## src/rtl/reset_sequencer.sv

```systemverilog
// Board reset and PLL bring-up: holds the PLL in reset, waits for a stable
// lock, then releases downstream reset domains in order, gap-spaced.
module reset_sequencer #(
    parameter int NUM_STAGES       = 3,
    parameter int PLL_RST_CYC      = 12,
    parameter int LOCK_TIMEOUT_CYC = 12000,
    parameter int LOCK_STABLE_CYC  = 1200,
    parameter int STAGE_GAP_CYC    = 16,
    parameter int MAX_RETRIES      = 3
) (
    input  logic                               OSCCLK,
    input  logic                               EXTRST,
    input  logic                               PLL_LOCKED,
    output logic                               PLL_RST,
    output logic [NUM_STAGES-1:0]              STAGE_RST,
    output logic                               READY,
    output logic                               FAULT,
    output logic [$clog2(MAX_RETRIES+1)-1:0]   RETRY_CNT
);

    localparam int RW = $clog2(MAX_RETRIES + 1);
    localparam int M1 = (PLL_RST_CYC > LOCK_TIMEOUT_CYC) ? PLL_RST_CYC : LOCK_TIMEOUT_CYC;
    localparam int M2 = (M1 > LOCK_STABLE_CYC) ? M1 : LOCK_STABLE_CYC;
    localparam int M3 = (M2 > STAGE_GAP_CYC) ? M2 : STAGE_GAP_CYC;
    localparam int CW = $clog2(M3 + 1);
    localparam int IW = $clog2(NUM_STAGES + 1);

    localparam logic [CW-1:0] C_PLL  = CW'(PLL_RST_CYC - 1);
    localparam logic [CW-1:0] C_TO   = CW'(LOCK_TIMEOUT_CYC - 1);
    localparam logic [CW-1:0] C_STB  = CW'(LOCK_STABLE_CYC - 1);
    localparam logic [CW-1:0] C_GAP  = CW'(STAGE_GAP_CYC - 1);
    localparam logic [IW-1:0] I_DONE = IW'(NUM_STAGES);
    localparam logic [RW-1:0] R_MAX  = RW'(MAX_RETRIES);

    typedef enum logic [2:0] {
        S_PLL_RESET,
        S_WAIT_LOCK,
        S_STABLE,
        S_RELEASE,
        S_RUN,
        S_FAULT
    } state_t;

    state_t          state;
    logic [CW-1:0]   cnt;
    logic [IW-1:0]   idx;
    logic [1:0]      sync_q;
    logic            lock_s;
    logic            restart;
    logic            give_up;

    assign lock_s = sync_q[1];

    always_ff @(posedge OSCCLK or posedge EXTRST) begin
        if (EXTRST) begin
            sync_q <= '0;
        end else begin
            sync_q <= {sync_q[0], PLL_LOCKED};
        end
    end

    // Lock timeout and lock loss after release share one recovery path
    always_comb begin
        restart = 1'b0;
        if (!lock_s) begin
            if (state == S_WAIT_LOCK && cnt == C_TO) begin
                restart = 1'b1;
            end
            if (state == S_RELEASE || state == S_RUN) begin
                restart = 1'b1;
            end
        end
    end

    assign give_up = (RETRY_CNT == R_MAX);

    always_ff @(posedge OSCCLK or posedge EXTRST) begin
        if (EXTRST) begin
            state     <= S_PLL_RESET;
            cnt       <= '0;
            idx       <= '0;
            PLL_RST   <= 1'b1;
            STAGE_RST <= '1;
            READY     <= 1'b0;
            FAULT     <= 1'b0;
            RETRY_CNT <= '0;
        end else if (restart) begin
            STAGE_RST <= '1;
            READY     <= 1'b0;
            PLL_RST   <= 1'b1;
            cnt       <= '0;
            idx       <= '0;
            if (give_up) begin
                state <= S_FAULT;
                FAULT <= 1'b1;
            end else begin
                state     <= S_PLL_RESET;
                RETRY_CNT <= RETRY_CNT + 1'b1;
            end
        end else begin
            unique case (state)
                S_PLL_RESET: begin
                    if (cnt == C_PLL) begin
                        state   <= S_WAIT_LOCK;
                        PLL_RST <= 1'b0;
                        cnt     <= '0;
                    end else begin
                        cnt <= cnt + 1'b1;
                    end
                end
                S_WAIT_LOCK: begin
                    if (lock_s) begin
                        state <= S_STABLE;
                        cnt   <= '0;
                    end else begin
                        cnt <= cnt + 1'b1;
                    end
                end
                S_STABLE: begin
                    if (!lock_s) begin
                        state <= S_WAIT_LOCK;
                        cnt   <= '0;
                    end else if (cnt == C_STB) begin
                        state <= S_RELEASE;
                        cnt   <= '0;
                        idx   <= '0;
                    end else begin
                        cnt <= cnt + 1'b1;
                    end
                end
                S_RELEASE: begin
                    // idx == I_DONE means the last stage went out last edge
                    if (idx == I_DONE) begin
                        state     <= S_RUN;
                        READY     <= 1'b1;
                        RETRY_CNT <= '0;
                    end else if (cnt == C_GAP) begin
                        STAGE_RST[idx] <= 1'b0;
                        idx            <= idx + 1'b1;
                        cnt            <= '0;
                    end else begin
                        cnt <= cnt + 1'b1;
                    end
                end
                S_RUN: begin
                    READY <= 1'b1;
                end
                S_FAULT: begin
                    PLL_RST   <= 1'b1;
                    STAGE_RST <= '1;
                    FAULT     <= 1'b1;
                end
                default: begin
                    state <= S_FAULT;
                end
            endcase
        end
    end

endmodule

```

## config.mk

```make
export PLATFORM = sky130hd
export DESIGN_NAME = reset_sequencer
export DESIGN_NICKNAME = d
export VERILOG_FILES = /design/src/rtl/reset_sequencer.sv
export SDC_FILE = /design/constraint.sdc
export NUM_CORES = 1
export LEC_CHECK = 0
export BUFFER_PORTS_ARGS = -buffer_cell sky130_fd_sc_hd__buf_2
export CAP_MARGIN = 20
export CORE_ASPECT_RATIO = 0.6
export CORE_MARGIN = 2
export CORE_UTILIZATION = 60
export DETAILED_ROUTE_END_ITERATION = 8
export PLACE_DENSITY_LB_ADDON = 0.1
export SLEW_MARGIN = 10
export SYNTH_ARGS = -nofsm -noshare
export SYNTH_HDL_FRONTEND = slang
export SYNTH_SLANG_ARGS = --single-unit
```

## constraint.sdc

```tcl
create_clock -name OSCCLK -period 3.7 [get_ports OSCCLK]
set_input_delay 0.185 -clock OSCCLK [delete_from_list [all_inputs] [get_ports OSCCLK]]
set_output_delay 0.185 -clock OSCCLK [all_outputs]
set_load 0.02 [all_outputs]
```

# Word level (Yosys, flattened, before mapping)

Index checks and enable logic that the tools add are counted.
Widths: inputs -> output; s select.

Flip-flop bits (word level): 29
Input port bits: 3
Output and inout port bits: 8
Word-level logic and storage cells: 103

$add $sub $neg: 3
Order comparisons: 2
Equal/unequal tests: 22
Muxes and demuxes: 44
Bitwise gates (word level): 2
Reduce and logical (&&, ||, !) cells: 21

Operators by type and width:

| cell                  | number |
|---|---|
| $mux 14               | 7 |
| $pmux 14 s4           | 1 |
| $mux 3                | 10 |
| $eq 14x4->1 const B   | 2 |
| $mux 2                | 9 |
| $ne 3x3->1 const B    | 5 |
| $pmux 3 s5            | 1 |
| $add 14x1->14 const B | 1 |
| $eq 14x11->1 const B  | 1 |
| $eq 14x14->1 const B  | 1 |
| $reduce_bool 3->1     | 4 |
| $mux 1                | 11 |
| $reduce_and 5->1      | 2 |
| $reduce_and 2->1      | 4 |
| $eq 3x2->1 const B    | 2 |
| $eq 3x3->1 const B    | 2 |
| $ne 3x2->1 const B    | 2 |
| $pmux 3 s2            | 1 |
| $reduce_and 3->1      | 2 |
| $reduce_bool 2->1     | 3 |
| $reduce_bool 5->1     | 1 |
| $add 2x1->2 const B   | 2 |
| $eq 2x2->1 const B    | 2 |
| $ne 2x1->1 const B    | 2 |
| 14 further kinds      | 16 |

# Longest topological paths before layout

Gate-level depths: netlist of the first run.

Depth after elaboration: 10
Gate-level depth with buffers: 7
Mapped depth without buffers: 7

# Worst setup path after synthesis of the first run

OpenSTA, ideal clock, no wires.

Path type: register -> register
Start point: register cnt[0]
End point: register idx[0]
Library setup time: 0.125 ns
Arrival time: 1.921 ns
Data required time: 3.575 ns
Slack: 1.654 ns
Cell stages (with the launch flop): 7
Path buffers: 0
Period minus slack after synthesis: 2.046 ns
Cells stage by stage: dfrtp_1 ha_1 nand4_2 or4_4 a21oi_4 o21bai_2 mux2_4

Cells in the longest elaborated chain, start to end: 7
Elaborated cells between the ends (all ways): 14
Those cells by class: eq/ne: 7; mux: 4; reduce/logical: 3

Ends and longest elaborated chain:

| item                                               | line | RTL |
|---|---|---|
| start: declaration                                 | 45   | `logic [CW-1:0] cnt;` |
| start signal: assignment                           | 108  | `cnt <= cnt + 1'b1;` |
| start signal: assignment                           | 116  | `cnt <= cnt + 1'b1;` |
| start signal: assignment                           | 128  | `cnt <= cnt + 1'b1;` |
| $eq 14x14->1                                       | 66   | `if (state == S_WAIT_LOCK && cnt == C_TO) begin` |
| $logic_and 1x1->1                                  | 66   |  |
| $mux 1                                             | 66   |  |
| $mux 1                                             | 69   | `if (state == S_RELEASE \|\| state == S_RUN) begin` |
| $mux 1                                             | 65   | `if (!lock_s) begin` |
| $ne 3x3->1 (no line), or another cell as far along | n/a  |  |
| $reduce_and 5->1 (no line)                         | n/a  |  |
| end signal: assignment                             | 139  | `idx <= idx + 1'b1;` |
| end: declaration                                   | 46   | `logic [IW-1:0] idx;` |

Parallel ways exist; a longest one is shown, timed or not.
A chain may end at the register's enable or synchronous reset.

# Worst setup path in the final report of the first run

Same ends and word-level chain as after synthesis.

==> results of run 1 <==
## worst register-to-register path, cell delays in order (launching register included)
cell and delay (ns):
dfrtp_1 0.43, ha_1 0.29, nand4_2 0.18, or4_4 0.54
a21oi_4 0.32, o21bai_2 0.16, mux2_4 0.31
## state kept, by name (all words and copies together) (netlist names)
register	cells
cnt	14
STAGE_RST	3
state	3
RETRY_CNT	2
idx	2
FAULT	1
sync_q	2
READY	1
PLL_RST	1
## layer usage
metal | share of wire [%] | global-route usage [%] | vias to the layer above
li1 | - | - | 647
met1 | 50 | 37.6 | 641
met2 | 41 | 35.6 | 56
met3 | 7.8 | 6.70 | 2
met4 | 0.53 | 5.19 | 0
met5 | 0 | 0 | -
## final cells by class
cell class,count,share of cell area (%)
inverter,8,1.62
tap,32,2.15
clock buffer,5,3.70
clock inverter,3,0.942
timing repair buffer,11,3.50
multi-input combinational,133,48.8
sequential,29,39.3
## kinds of logic (layout without fill, tap and decap cells)
logic type	after synthesis	count (layout)
AOI/OAI and AO/OA	29	29
xor gates and xnor gates	9	9
adders and majority gates	6	6
buffers and inverters	13	27
DFF	29	29
muxes	2	2
and+or+nand+nor	87	87
## through the flow
stage               utilization [%]  power (W)  instances
detailed placement             67.8    0.00104        212
global route                   71.7    0.00138        221
floorplan                         -   0.000916        175
global placement               67.8    0.00101        212
CTS                            71.1    0.00129        220
finish                         71.7    0.00130        221
## power breakdown
| group | internal [W] | switching [W] | leakage, nW | total [W] |
|---|---|---|---|---|
| clock | 0.000129 | 0.000121 | 0.0439 | 0.000251 |
| combinational | 0.000209 | 0.000309 | 0.397 | 0.000518 |
| sequential | 0.000396 | 0.000134 | 0.361 | 0.000530 |
| total | 0.000734 | 0.000564 | 0.802 | 0.00130 |
## how the worst max path moves through the flow
stage | end | start | cells past startpoint | slack [ns]
2_1_floorplan | idx[0] | cnt[0] | 6 | 1.65
3_3_place_gp | idx[0] | cnt[0] | 6 | 1.47
3_5_place_dp | idx[0] | cnt[0] | 6 | 1.40
4_1_cts | idx[0] | cnt[0] | 6 | 1.39
5_1_grt | cnt[3] | cnt[0] | 7 | 1.26
6_report | idx[0] | cnt[0] | 6 | 1.36
## placed cells by master, fill, tap and decap left out, drive strengths merged, types with 3 or more instances in the layout
cell,instances
inv,8
nor3,6
nor2,25
clkbuf,5
o21ai,5
xor2,5
nand3,11
nand3b,3
a21oi,4
nand4bb,3
dfrtp,25
a21o,7
buf,11
nand4b,4
dfstp,4
xnor2,4
ha,6
nand2,18
==> summary.txt, run 1 <==
Logic synthesis
  • EDFF count, synth: 0
  • Synth top cells by count: dfrtp_1, nor2_1, nand2_1, nand3_1
  • Synth Area in Adders: 4.43%
  • Post-synthesis cell area: 1690 µm²
  • Multiplexer share of the synthesized area: 1.48%
  • Primary FF master, synth: dfrtp_1
  • Netlist cell types: 50
  • XOR/XNOR Fraction of Synth Area: under 10%
  • #FFs+latches synth: 29
  • Yosys warns: 0
  • Register area share after synthesis: between 40 and 50%
  • Post-Syn Nets: approximately 180
  • Cell taking the most area after synthesis: dfrtp_1
  • Post-Synth Simple-Gate Area: between 20% and 30%
  • Dominant cell by count in the synthesized netlist: dfrtp_1
  • Largest family of logic cells by synthesized area: simple AND/OR/NAND/NOR gates
  • Post-Syn Instances: about 180
  • Avg Inst Size Synth: approximately 9.7 µm²
  • Synth async-reset ratio: between 90% and 100%
  • Main area contributors after synthesis: dfrtp_1, dfstp_2, nor2_1, ha_1, nand2_1
  • Synth Area in Compound Gates: 14.5%
  • Synth top area share: between 30 and 40%

Placement
  • Placed cell area: roughly 1800 µm²
  • DP Wirelength: approximately 2600 µm
  • Placer Congestion: 0.943
  • DP Worst Slack: ~1.4 ns
  • PortBufs: 10

Finish
  • Layout cells sized above 1: 19.0%
  • Multi-input gate area: roughly 900 µm²
  • Filler cells: slightly below 200
  • Syn-to-layout area delta: 9.75%
  • Diode count: 0
  • Nets@finish: 197
  • Final Instance Area: roughly 1900 µm²
  • Storage cell area: ~730 µm²

Timing
  • Worst slew pin tran: between 0.5 and 0.6 ns
  • Setup TNS: 0 ns
  • Worst clock skew: about 0.0041 ns
  • Peak Freq: ~430 MHz
  • Hold Vio Cnt, Final: 10
  • Rel. slew slack: between 60% and 70%
  • Crit share post-route: a little over three fifths
  • RSZ-0062 raised after global routing: no
  • Min cycle time layout: 2.34 ns
  • Setup WS post-layout: 1.36 ns
  • Final setup viols: 0
  • Max-slew violations: 0
  • Hold slack: -0.0496 ns

Power
  • Pwr dens: 699 nW/µm²
  • Peak VDD IR: between 300 and 400 µV
  • Leak: roughly 0.80 nW

Worst setup path
  • Number of cells on the worst reg-to-reg path: 6
  • CP max stage cell: or4_4
  • Worst reg2reg startpoint: cnt[0]
  • Crit Path Category: reg2reg
  • Crit-path max FO: 7
  • CP Data Required Time: around 3.9 ns
  • Setup crit start kind: flop
  • CP Data Arrival Time: roughly 2.5 ns
  • Endpoint type of the worst setup path: flop
  • CP Cell Sequence: ha_1 -> nand4_2 -> or4_4 -> a21oi_4 -> o21bai_2 -> mux2_4
  • CP Buf/Inv Count: 0
  • Register-to-register setup slack: 1.36 ns
  • R2r endpoint: idx[0]
  • CP delay by family, top: simple AND/OR/NAND/NOR gates
  • Critical path's largest stage delay: 0.54 ns

Clock network
  • # Post-CTS Setup Buffers: 0
  • Total CTS buffers: 5
  • Hold buffer count at CTS: 0
  • Sink Count: 29
  • Worst skew pair latency: 0.27 ns
  • Clock Tree Buf Depth: 2
  • TritonCTS clock tree: built
  • Clock-pin slew on the worst setup and hold paths: roughly 0.070 ns
  • Post_cts resized: 0
  • Clock root buffer: clkbuf_8
  • H-tree levels: 2

Routing
  • Final WL: between 3000 and 4000 µm
  • Post-route ant nets: 0
  • DR vias/cell: 6.09
  • Vias: around 1300
  • DR iter-0 viols: 98
  • Avg WL per Cell: between 15 and 20 µm
  • DRC: 0
  • Initial DRT Pass Iterations: 4

Floorplan
  • Die footprint: between 3000 and 4000 µm²
  • # rows: 14
  • Ports: 11
  • Die width: approximately 73 µm
  • Core footprint: between 2000 and 3000 µm²
  • Initial Util: approximately two thirds
  • Die Y: roughly 45 µm

GRT
  • Gr usage total: around 25%
  • Initial antenna violation count: 0
  • Largest net degree at the start of global routing: 30
  • First-pass GRT wire length: roughly 6000 µm
  • Vias in the first global route: roughly 1300
  • Remaining global-route overflow: 0

Worst hold path
  • Hold WC Path Type: in2async

Run status
  • Outcome: finished, violations left
  • Failing checks: hold timing

Job
  • Max_cap viols: 0
(Power assumes the default switching activity.)
==> run 2: changes to the inputs <==
--- a/config.mk
+++ b/config.mk
@@ -9,7 +9,7 @@
 export CAP_MARGIN = 20
 export CORE_ASPECT_RATIO = 0.6
 export CORE_MARGIN = 2
-export CORE_UTILIZATION = 60
+export CORE_UTILIZATION = 59
 export DETAILED_ROUTE_END_ITERATION = 8
 export PLACE_DENSITY_LB_ADDON = 0.1
 export SLEW_MARGIN = 10
==> constraint.sdc (replaced) <==
create_clock -name OSCCLK -period 2.4 [get_ports OSCCLK]
set_input_delay 0.12 -clock OSCCLK [delete_from_list [all_inputs] [get_ports OSCCLK]]
set_output_delay 0.12 -clock OSCCLK [all_outputs]
set_load 0.02 [all_outputs]
==> run 2 against run 1 <==
The run now ends clean. Via count is 4.5% higher. Sequential share of layout area fell by 2.5 points. Cell count grew 5.0%.
==> summary.txt, run 2 (same netlist as run 1, synthesis figures left out) <==
Floorplan
  • Core footprint: 2610 µm² (+0.68%)
  • Ports: 11 (unchanged)
  • Die width: 73.2 µm (+0.80%)
  • Initial Util: 64.9% (-0.44 points)
  • Die footprint: 3330 µm² (+1.6%)
  • Die Y: 45.5 µm (+0.76%)
  • # rows: 14 (unchanged)

Clock network
  • Clock-pin slew on the worst setup and hold paths: 0.06 ns (about the same)
  • Total CTS buffers: 5 (unchanged)
  • Clock root buffer: clkbuf_8
  • Clock Tree Buf Depth: 2 (unchanged)
  • Worst skew pair latency: 0.29 ns (+0.02 ns)
  • Sink Count: 29 (unchanged)
  • H-tree levels: 2 (unchanged)
  • TritonCTS clock tree: built

Worst setup path
  • CP Buf/Inv Count: 1 (+1)
  • CP Data Required Time: 2.57 ns (-1.29 ns)
  • Critical path depth: 8 (+2)
  • Setup crit start kind: flop
  • Crit Path Category: reg2reg
  • Critical path's largest stage delay: 0.53 ns (about the same)
  • CP Cell Sequence: ha_2 -> nand4_2 -> or4_4 -> a21oi_4 -> a311oi_4 -> buf_12 -> a32oi_1 -> nand2_1
  • CP delay by family, top: simple AND/OR/NAND/NOR gates
  • CP Data Arrival Time: 2.51 ns (+0.02 ns)
  • CP max stage cell: or4_4
  • Crit-path max FO: 10 (+3)
  • Endpoint type of the worst setup path: flop
  • Number of cells on the worst reg-to-reg path: 8 (+2)

Finish
  • Layout cells sized above 1: 23.0% (+4.0 points)
  • Most frequent cells in the layout: dfrtp_1, nor2_1, nand2_1
  • Most flops, register: cnt
  • Diode count: 0 (unchanged)
  • Syn-to-layout area delta: 17.4%
  • Commonest non-fill, non-tap cell in the layout: dfrtp_1
  • Largest register FFs: 14 (unchanged)
  • Multi-input gate area: 916 µm² (+0.97%)
  • Final Instance Area: 1990 µm² (+6.9%)
  • Biggest regs: cnt: 14 flops, STAGE_RST: 3 flops, state: 3 flops
  • Filler cells: 184 (-7.1%)
  • Storage cell area: 731 µm² (unchanged)
  • Nets@finish: 208 (+5.6%)
  • Utilization after layout: 76.2% (+4.5 points)

GRT
  • Gr usage total: 24.3% (-0.46 points)
  • Initial antenna violation count: 0 (unchanged)
  • Vias in the first global route: 1267 (+0.64%)
  • Largest net degree at the start of global routing: 28 (-6.7%)
  • First-pass GRT wire length: 5930 µm (-1.9%)
  • Remaining global-route overflow: 0 (unchanged)

Placement
  • Placed cell area: 1810 µm² (+3.0%)
  • Placer Congestion: 0.858 (-9.0%)
  • PortBufs: 10 (unchanged)
  • DP Wirelength: 2670 µm (+1.3%)

Timing
  • Crit share post-route: 97.5% (+34 points)
  • Max-slew violations: 0 (unchanged)
  • Worst clock skew: 0.00760 ns (+0.00347 ns)
  • Min cycle time layout: 2.34 ns (+0.00418 ns)
  • Rel. slew slack: 67.4% (+4.6 points)
  • Worst slew pin tran: 0.490 ns (-0.0679 ns)
  • Final setup viols: 0 (unchanged)
  • Peak Freq: 427 MHz (-0.18%)
  • Hold Vio Cnt, Final: 0 (-10)

Job
  • Max_cap viols: 0 (unchanged)

Power
  • Switching share of power: 41.6% (-1.9 points)
  • Leak: 0.870 nW (+8.5%)
  • Switching Power: 0.000909 W (+61%)
  • Clock share of power: 20.4% (+1.1 points)
  • Combinational share of power: 42.4% (+2.5 points)
  • Pwr dens: 1100 nW/µm² (+57%)
  • Pint: 0.00128 W (+74%)
  • Share of power burned in registers: 37.2% (-3.6 points)
  • Peak VDD IR: 825 µV (+120%)

Routing
  • Vias: 1406 (+4.5%)
  • Post-route ant nets: 0 (unchanged)
  • Avg WL per Cell: 16.8 µm (+3.2%)
  • DR vias/cell: 6.06 (-0.50%)
  • Initial DRT Pass Iterations: 5 (+1)
  • DRC: 0 (unchanged)
  • DR iter-0 viols: 180 (+84%)
  • Final WL: 3910 µm (+8.3%)

Worst hold path
  • Hold WC Path Type: in2async

Run status
  • Outcome: finished clean
==> run 2: worst min-delay path: stages <==
cell and delay [ns]:
dlygate4sd3_1 0.53, buf_2 0.12, inv_1 0.25
==> run 2: path summary, 6_finish.rpt <==
check                      startpoint         to  slack [ns]
max                            cnt[0]     cnt[3]        0.06
min                            EXTRST      READY        0.33
max reg2reg                    cnt[0]     cnt[3]        0.06
min reg2reg                 sync_q[0]  sync_q[1]        0.36
max in group asynchronous      EXTRST    PLL_RST        1.44
min in group OSCCLK         sync_q[0]  sync_q[1]        0.36
==> run 2: layout make-up <==
class	count	share of cell area (%)
Multi-Input combinational cell	134	46.1
Sequential cell	29	36.8
Timing Repair Buffer	21	8.56
Clock buffer	7	4.85
Tap cell	32	2.01
Inverter	8	1.51
Clock inverter	1	0.252
==> run 2: what timing repair did <==
| action | 4_1_cts | 5_1_grt |
|---|---|---|
| hold endpoints to repair | 1 | 6 |
| endpoints found under the setup margin | 0 | 3 |
| buffers inserted | 0 | 1 |
| gates resized for setup | 0 | 1 |
| hold buffers | 1 | 1 |
==> run 2: metal layers <==
| layer | part of all wire [%] | vias up | GRT usage, % |
|---|---|---|---|
| li1 | - | 675 | - |
| met1 | 50 | 672 | 38.7 |
| met2 | 42 | 53 | 31.4 |
| met3 | 7.1 | 6 | 6.19 |
| met4 | 1.1 | 0 | 8.15 |
| met5 | 0 | - | 0 |
==> run 2: power by group through the flow <==
stage | Sequential, W | Combinational, W | Clock [W]
2_1_floorplan | 0.000759 | 0.000653 | 0
3_3_place_gp | 0.000793 | 0.000794 | 0
3_5_place_dp | 0.000809 | 0.000824 | 0
4_1_cts | 0.000802 | 0.000833 | 0.000446
5_1_grt | 0.000834 | 0.00101 | 0.000469
6_report | 0.000814 | 0.000926 | 0.000446
==> run 2: stage by stage <==
| stage | TNS (ns) | hold slack [ns] | setup slack, ns | cells | power, W |
|---|---|---|---|---|---|
| finish | 0 | 0.330 | 0.0592 | 232 | 0.00219 |
| global route | -0.0225 | 0.378 | -0.0225 | 232 | 0.00231 |
| CTS | 0 | 0.112 | 0.129 | 228 | 0.00208 |
| detailed placement | 0 | 0.237 | 0.152 | 219 | 0.00163 |
| global placement | 0 | 0.230 | 0.225 | 219 | 0.00159 |
| floorplan | 0 | 0.151 | 0.354 | 175 | 0.00141 |
